===== config.mk =====
export PLATFORM = sky130hd
export DESIGN_NAME = jt51_fir_seq_flat
export DESIGN_NICKNAME = d
export VERILOG_FILES = /design/src/rtl/jt51_fir_pkg.sv /design/src/rtl/jt51_fir_seq_if.sv /design/src/rtl/jt51_fir_mac.sv /design/src/rtl/jt51_fir_seq.sv /design/src/flat_wrapper.sv
export SDC_FILE = /design/constraint.sdc
export NUM_CORES = 1
export LEC_CHECK = 0
export CAP_MARGIN = 15
export CORE_MARGIN = 3
export CORE_UTILIZATION = 40
export DETAILED_ROUTE_END_ITERATION = 8
export MAX_ROUTING_LAYER = met4
export PLACE_DENSITY = 0.57
export SKIP_CTS_REPAIR_TIMING = 1
export SYNTH_ARGS = -nofsm -noshare
export SYNTH_HDL_FRONTEND = slang
export SYNTH_SLANG_ARGS = --single-unit
export TNS_END_PERCENT = 5

===== constraint.sdc =====
create_clock -name clk -period 9.1 [get_ports clk]
set_input_delay 1.82 -clock clk [delete_from_list [all_inputs] [get_ports clk]]
set_output_delay 1.82 -clock clk [all_outputs]
set_load 0.01 [all_outputs]

===== src/rtl/jt51_fir_pkg.sv =====
// ============================================================================
// jt51_fir_pkg
// Shared types and arithmetic helpers for the jt51 FIR sequencer.
// Optional: JT51_FIR_SAT_EN selects saturating narrowing.
// Revision: 1.0
// ============================================================================
`default_nettype none

package jt51_fir_pkg;

  typedef enum logic [2:0] {
    ST_CLR   = 3'd0,
    ST_IDLE  = 3'd1,
    ST_WRITE = 3'd2,
    ST_MAC   = 3'd3,
    ST_DRAIN = 3'd4,
    ST_OUT   = 3'd5
  } state_t;

  // Headroom of addr_width bits covers the sum of up to 2**addr_width products.
  function automatic int acc_width(input int dw, input int cw, input int aw);
    return dw + cw + aw;
  endfunction

  // Narrows a sign-extended value to dw bits (result sign-extended to 64 bits).
  function automatic logic signed [63:0] fir_narrow(input logic signed [63:0] val,
                                                    input int dw);
`ifdef JT51_FIR_SAT_EN
    logic signed [63:0] hi;
    logic signed [63:0] lo;
    hi = (64'sd1 <<< (dw - 1)) - 64'sd1;
    lo = -(64'sd1 <<< (dw - 1));
    if (val > hi) return hi;
    if (val < lo) return lo;
    return val;
`else
    return (val <<< (64 - dw)) >>> (64 - dw);
`endif
  endfunction

endpackage

`default_nettype wire


===== src/rtl/jt51_fir_seq_if.sv =====
// ============================================================================
// jt51_fir_seq_if
// Sample streams plus sample-RAM / coefficient-ROM buses of one FIR stage.
// Revision: 1.0
// ============================================================================
`default_nettype none

interface jt51_fir_seq_if #(
  parameter int DATA_WIDTH = 16,
  parameter int COEF_WIDTH = 12,
  parameter int ADDR_WIDTH = 7
);
  logic [DATA_WIDTH-1:0] din;
  logic                  din_valid;
  logic                  din_ready;
  logic [DATA_WIDTH-1:0] dout;
  logic                  dout_valid;
  logic                  dout_ready;
  logic [ADDR_WIDTH-1:0] ram_addr;
  logic [DATA_WIDTH-1:0] ram_din;
  logic                  ram_we;
  logic [DATA_WIDTH-1:0] ram_q;
  logic [ADDR_WIDTH-1:0] coef_addr;
  logic [COEF_WIDTH-1:0] coef_q;

  // Sequencer view: drives both memory buses and the handshakes it owns.
  modport master (
    input  din, din_valid, dout_ready, ram_q, coef_q,
    output din_ready, dout, dout_valid, ram_addr, ram_din, ram_we, coef_addr
  );

  // Environment view: producer, consumer, RAM and ROM.
  modport slave (
    output din, din_valid, dout_ready, ram_q, coef_q,
    input  din_ready, dout, dout_valid, ram_addr, ram_din, ram_we, coef_addr
  );
endinterface

`default_nettype wire


===== src/rtl/jt51_fir_mac.sv =====
// ============================================================================
// jt51_fir_mac
// Signed multiply-accumulate, final shift and narrowing to the output register.
// Revision: 1.0
// ============================================================================
`default_nettype none

module jt51_fir_mac
  import jt51_fir_pkg::*;
#(
  parameter int DATA_WIDTH = 16,
  parameter int COEF_WIDTH = 12,
  parameter int ADDR_WIDTH = 7
) (
  input  logic                         clk,
  input  logic                         rst,
  input  logic                         clr,
  input  logic                         en,
  input  logic                         load,
  input  logic signed [DATA_WIDTH-1:0] sample,
  input  logic signed [COEF_WIDTH-1:0] coef,
  output logic        [DATA_WIDTH-1:0] dout
);

  localparam int c_acc_w  = acc_width(DATA_WIDTH, COEF_WIDTH, ADDR_WIDTH);
  localparam int c_prod_w = DATA_WIDTH + COEF_WIDTH;

  logic signed [c_prod_w-1:0] w_prod;
  logic signed [c_acc_w-1:0]  w_acc_next;
  logic signed [c_acc_w-1:0]  w_shift;
  logic        [DATA_WIDTH-1:0] w_dout;
  logic signed [c_acc_w-1:0]  r_acc;
  logic        [DATA_WIDTH-1:0] r_dout;

  // load coincides with the final enable, so the output sees the complete sum.
  always_comb begin
    w_prod     = sample * coef;
    w_acc_next = en ? (r_acc + c_acc_w'(w_prod)) : r_acc;
    w_shift    = w_acc_next >>> (COEF_WIDTH - 1);
    w_dout     = DATA_WIDTH'(fir_narrow(64'(w_shift), DATA_WIDTH));
  end

  always_ff @(posedge clk) begin
    if (rst) begin
      r_acc  <= '0;
      r_dout <= '0;
    end else begin
      if (clr) begin
        r_acc <= '0;
      end else begin
        r_acc <= w_acc_next;
      end
      if (load) begin
        r_dout <= w_dout;
      end
    end
  end

  assign dout = r_dout;

endmodule

`default_nettype wire


===== src/rtl/jt51_fir_seq.sv =====
// ============================================================================
// jt51_fir_seq
// FIR stage sequencer: circular sample history in RAM, tap walk, MAC, output.
// Optional: JT51_FIR_SAT_EN (saturating output instead of wrap-around).
// Revision: 1.0
// ============================================================================
`default_nettype none

module jt51_fir_seq
  import jt51_fir_pkg::*;
#(
  parameter int DATA_WIDTH = 16,
  parameter int COEF_WIDTH = 12,
  parameter int ADDR_WIDTH = 7,
  parameter int TAPS       = 96
) (
  input  logic           clk,
  input  logic           rst,
  jt51_fir_seq_if.master bus
);

  localparam logic [ADDR_WIDTH-1:0] c_addr_max = {ADDR_WIDTH{1'b1}};
  localparam logic [ADDR_WIDTH-1:0] c_addr_one = ADDR_WIDTH'(1);
  localparam logic [ADDR_WIDTH-1:0] c_last_k   = ADDR_WIDTH'(TAPS - 1);

  state_t                r_state;
  logic [ADDR_WIDTH-1:0] r_clr_cnt;
  logic [ADDR_WIDTH-1:0] r_wr_ptr;
  logic [ADDR_WIDTH-1:0] r_k;
  logic [DATA_WIDTH-1:0] r_sample;
  logic                  r_mac_d;
  logic                  r_dout_valid;

  always_ff @(posedge clk) begin
    if (rst) begin
      r_state      <= ST_CLR;
      r_clr_cnt    <= '0;
      r_wr_ptr     <= '0;
      r_k          <= '0;
      r_sample     <= '0;
      r_mac_d      <= 1'b0;
      r_dout_valid <= 1'b0;
    end else begin
      // RAM/ROM data for a MAC address arrives one cycle later.
      r_mac_d <= (r_state == ST_MAC);
      case (r_state)
        ST_CLR: begin
          r_clr_cnt <= r_clr_cnt + c_addr_one;
          if (r_clr_cnt == c_addr_max) begin
            r_state <= ST_IDLE;
          end
        end
        ST_IDLE: begin
          if (bus.din_valid) begin
            r_sample <= bus.din;
            r_state  <= ST_WRITE;
          end
        end
        ST_WRITE: begin
          r_k     <= '0;
          r_state <= ST_MAC;
        end
        ST_MAC: begin
          if (r_k == c_last_k) begin
            r_state <= ST_DRAIN;
          end else begin
            r_k <= r_k + c_addr_one;
          end
        end
        ST_DRAIN: begin
          r_dout_valid <= 1'b1;
          r_state      <= ST_OUT;
        end
        ST_OUT: begin
          if (bus.dout_ready) begin
            r_dout_valid <= 1'b0;
            r_wr_ptr     <= r_wr_ptr + c_addr_one;
            r_state      <= ST_IDLE;
          end
        end
        default: begin
          r_state <= ST_CLR;
        end
      endcase
    end
  end

  always_comb begin
    bus.ram_we    = 1'b0;
    bus.ram_din   = '0;
    bus.ram_addr  = '0;
    bus.coef_addr = '0;
    bus.din_ready = 1'b0;
    case (r_state)
      ST_CLR: begin
        bus.ram_we   = 1'b1;
        bus.ram_addr = r_clr_cnt;
      end
      ST_IDLE: begin
        bus.din_ready = 1'b1;
      end
      ST_WRITE: begin
        bus.ram_we   = 1'b1;
        bus.ram_addr = r_wr_ptr;
        bus.ram_din  = r_sample;
      end
      ST_MAC: begin
        // Walks backwards from the newest sample; wraps mod 2**ADDR_WIDTH.
        bus.ram_addr  = r_wr_ptr - r_k;
        bus.coef_addr = r_k;
      end
      default: begin
      end
    endcase
  end

  assign bus.dout_valid = r_dout_valid;

  jt51_fir_mac #(
    .DATA_WIDTH (DATA_WIDTH),
    .COEF_WIDTH (COEF_WIDTH),
    .ADDR_WIDTH (ADDR_WIDTH)
  ) u_mac (
    .clk    (clk),
    .rst    (rst),
    .clr    (r_state == ST_WRITE),
    .en     (r_mac_d),
    .load   (r_state == ST_DRAIN),
    .sample (bus.ram_q),
    .coef   (bus.coef_q),
    .dout   (bus.dout)
  );

endmodule

`default_nettype wire


===== src/flat_wrapper.sv =====
// flat-port wrapper written by rule: the top's interface ports become plain ports
module jt51_fir_seq_flat import jt51_fir_pkg::*;
#(
  parameter int DATA_WIDTH = 16,
  parameter int COEF_WIDTH = 12,
  parameter int ADDR_WIDTH = 7,
  parameter int TAPS       = 96
)
  (clk, rst, bus_din, bus_din_valid, bus_dout_ready, bus_ram_q, bus_coef_q, bus_din_ready, bus_dout, bus_dout_valid, bus_ram_addr, bus_ram_din, bus_ram_we, bus_coef_addr);
  jt51_fir_seq_if #(.DATA_WIDTH(DATA_WIDTH), .COEF_WIDTH(COEF_WIDTH), .ADDR_WIDTH(ADDR_WIDTH)) bus_i ();
  input  logic clk;
  input  logic rst;
  input wire logic [$bits(bus_i.din)-1:0] bus_din;
  input wire logic [$bits(bus_i.din_valid)-1:0] bus_din_valid;
  input wire logic [$bits(bus_i.dout_ready)-1:0] bus_dout_ready;
  input wire logic [$bits(bus_i.ram_q)-1:0] bus_ram_q;
  input wire logic [$bits(bus_i.coef_q)-1:0] bus_coef_q;
  output wire logic [$bits(bus_i.din_ready)-1:0] bus_din_ready;
  output wire logic [$bits(bus_i.dout)-1:0] bus_dout;
  output wire logic [$bits(bus_i.dout_valid)-1:0] bus_dout_valid;
  output wire logic [$bits(bus_i.ram_addr)-1:0] bus_ram_addr;
  output wire logic [$bits(bus_i.ram_din)-1:0] bus_ram_din;
  output wire logic [$bits(bus_i.ram_we)-1:0] bus_ram_we;
  output wire logic [$bits(bus_i.coef_addr)-1:0] bus_coef_addr;
  assign bus_i.din = bus_din;
  assign bus_i.din_valid = bus_din_valid;
  assign bus_i.dout_ready = bus_dout_ready;
  assign bus_i.ram_q = bus_ram_q;
  assign bus_i.coef_q = bus_coef_q;
  assign bus_din_ready = bus_i.din_ready;
  assign bus_dout = bus_i.dout;
  assign bus_dout_valid = bus_i.dout_valid;
  assign bus_ram_addr = bus_i.ram_addr;
  assign bus_ram_din = bus_i.ram_din;
  assign bus_ram_we = bus_i.ram_we;
  assign bus_coef_addr = bus_i.coef_addr;
  jt51_fir_seq #(.DATA_WIDTH(DATA_WIDTH), .COEF_WIDTH(COEF_WIDTH), .ADDR_WIDTH(ADDR_WIDTH), .TAPS(TAPS)) u_core (.clk(clk), .rst(rst), .bus(bus_i));
endmodule

==> metrics.csv <==
metric;value;unit
post-placement cell count;1684;
syn_area_per_cell;8.905;sq um
RSZ-0062 raised after global routing;no;
Post-Syn Area;11240;sq um
max-cap viol count;0;
Pwr Total;4.340;mW
WP data arrival;8.37;ns
Core Region;27250;sq um
Post-Place Setup Slack;0.5628;ns
Cells after Synth;1262;
most frequent cells in the layout;inv_1 (227), fa_1 (199), nand2_1 (150), nor2_1 (97), clkdlybuf4s50_1 (95);
ys flop type;dfxtp_1;
Post-Route Setup TNS;0;ns
Worst Setup Start Kind;input pin;
gr usage total;18.61;%
clock skew;0.01163;ns
Slew Limit Fails;0;
Flop pwr share;9.6;%
vias in the first global route;8682;
hold_ws;0.4483;ns
Req. time, crit path;9.29;ns
first-pass GRT wire length;44700;um
fmax;122.3;MHz
Synthesized Nets;1589;
final worst slack;0.9258;ns
Final Setup Violations;0;
Power Internal;2.184;mW
Clock Latency Late Sink;0.34;ns
Leakage;5.714;nW
DR iter-0 viols;361;
clk sink count;85;
number of synthesized register bits;85;
Area Overhead vs Synth;14.24;%
Die H;173.6;um
status;finished clean;
post-route ant nets;0;
hpwl dp;21690;um
Seq/Total Area, Yosys;15.14;%
Final Hold Vio Count;0;
crit share post-route;89.83;%
GR Overflow Total;0;
synth warn;0;
pin count of the biggest net entering global routing;57;
Net Sw Frac;49.69;%
CTS Buffer Depth;2;
min cycle time layout;8.174;ns
share of layout cells above drive strength 1;2.556;%
commonest non-fill, non-tap cell in the layout;inv_1;
Final Util;47.11;%
H-tree levels;3;
number of synthesized flops with an enable pin;0;
initial core utilization;41.24;%
die width;173.6;um
fraction of registers with async set/reset;0;%
Routability Congestion;0.8197;
number of library cell types mapped by synthesis;49;
wire length per cell;15.53;um
power per cell area;338.0;nW/um^2
final std cells w/o fill;1702;
slew margin rel.;32.75;%
Combinational Power Share;81.6;%
vias;8272;
clock root buffer;clkbuf_16;
Clk pin slew, worst setup/hold paths;0.06;ns
# DRC;0;
vias per cell;4.860;
std cell rows;60;
Worst Tran Pin Value;1.009;ns
VDD IR max;286.6;uV
total CTS buffers;9;
Routed WL;26430;um
initial antenna violation count;0;
clock share of power;8.8;%
Hold WC Path Type;flip-flop to flip-flop;
Placed Area;12510;sq um
I/O pin count;97;
Antenna Cells;0;
Psw;2.157;mW
Worst setup EP type;flip-flop;
die area;30140;sq um
Pre-Repair DR Iteration Count;5;
CTS tree;yes;
post-route cell area;12840;sq um
Final nets;1652;
maximum fanout along the worst path;16;
number of port buffers;96;
classification of the worst setup path;input pin to flip-flop;
-- sequential cells by signal, summed over array words and instances, names as in the netlist --
name	count
u_core.u_mac.dout	16
u_core.r_clr_cnt	7
u_core.bus.dout_valid	1
u_core.r_state	3
u_core.r_wr_ptr	7
u_core.u_mac.r_acc	27
u_core.r_mac_d	1
u_core.r_sample	16
u_core.r_k	7
-- cell type report --
cell class | count | area (sq um)
clock buffer | 11 | 252.7
clock inverter | 5 | 57.56
fill | 2656 | 14410
inverter | 227 | 852.1
multi-input combinational | 894 | 8462
sequential | 85 | 1703
tap | 372 | 465.4
timing repair buffer | 108 | 1046
-- worst max-delay path: stages --
cell and delay [ns]:
clkdlybuf4s50_1 0.91, nand2_1 0.25, fa_1 0.97, fa_1 0.52, inv_1 0.08, fa_1 0.43
fa_1 0.47, fa_1 0.49, ha_1 0.30, ha_1 0.34, nand2_1 0.16, nor3_1 0.10
a222oi_1 0.40, a31oi_1 0.23, a221o_1 0.41, xnor2_1 0.20, mux2i_1 0.10, nor2b_1 0.16
-- worst paths after layout --
check,start,end,slack [ns],depth (start not counted)
max,bus_coef_q[0],u_core.u_mac.r_acc[23]$_SDFF_PP0_,0.93,18
min,u_core.r_sample[13]$_SDFFE_PP0P_,u_core.r_sample[13]$_SDFFE_PP0P_,0.45,2
max reg2reg,u_core.u_mac.r_acc[10]$_SDFFE_PP0P_,u_core.u_mac.r_acc[23]$_SDFF_PP0_,3.83,18
min reg2reg,u_core.r_sample[13]$_SDFFE_PP0P_,u_core.r_sample[13]$_SDFFE_PP0P_,0.45,2
-- cells by family (layout without fill, tap and decap cells) --
group	Yosys count	after routing	share of synthesized area, %
xor+xnor	56	56	4.364
compound gates	122	122	6.869
simple gates	407	407	17.01
mux	30	30	2.672
fa+ha+maj	279	279	44.36
buf+inv	283	351	9.586
flops	85	85	15.14
-- per-layer routing --
layer  wire length [um]  global-route usage (%)
met2              13810                   31.96
met4                399                   3.318
met3                510                   1.949
met5                  0                       -
met1              11720                   24.24
-- power groups by stage --
stage                     combinational [mW]  clock (mW)  sequential, mW
after floorplan                         2.73           0           0.422
final                                   3.54       0.382           0.419
after global routing                    4.06       0.405           0.422
after CTS                               3.59       0.391           0.418
after detailed placement                3.58           0           0.426
after global placement                  3.55           0           0.426
-- Yosys cell counts (2+ instances only) --
| cell type | number | area [sq um] |
|---|---|---|
| o211ai_1 | 3 | 22.52 |
| o22a_1 | 6 | 52.55 |
| nand2b_1 | 7 | 43.79 |
| nor3_1 | 12 | 60.06 |
| inv_1 | 227 | 852.1 |
| or2_2 | 2 | 12.51 |
| or3_1 | 2 | 12.51 |
| nand3_1 | 7 | 35.03 |
| o21a_1 | 5 | 37.54 |
| a211oi_1 | 18 | 135.1 |
| nand4_1 | 11 | 68.82 |
| fa_1 | 199 | 3984 |
| xnor2_1 | 40 | 350.3 |
| a311oi_1 | 2 | 17.52 |
| nor2b_1 | 5 | 31.28 |
| o21ai_0 | 22 | 110.1 |
| o32ai_1 | 2 | 17.52 |
| nor3b_1 | 2 | 15.01 |
| dfxtp_1 | 85 | 1702 |
| a31oi_1 | 4 | 25.02 |
| xor2_1 | 16 | 140.1 |
| ha_1 | 80 | 1001 |
| and2_1 | 86 | 538.0 |
| nand3b_1 | 2 | 15.01 |
| clkbuf_1 | 52 | 195.2 |
| nand2_1 | 150 | 563.0 |
| and3_1 | 20 | 125.1 |
| a21oi_1 | 43 | 215.2 |
| a21o_1 | 6 | 45.04 |
| mux2i_1 | 30 | 300.3 |
| nor2_1 | 98 | 367.9 |
Note: power is estimated with default switching activity, not from simulation.
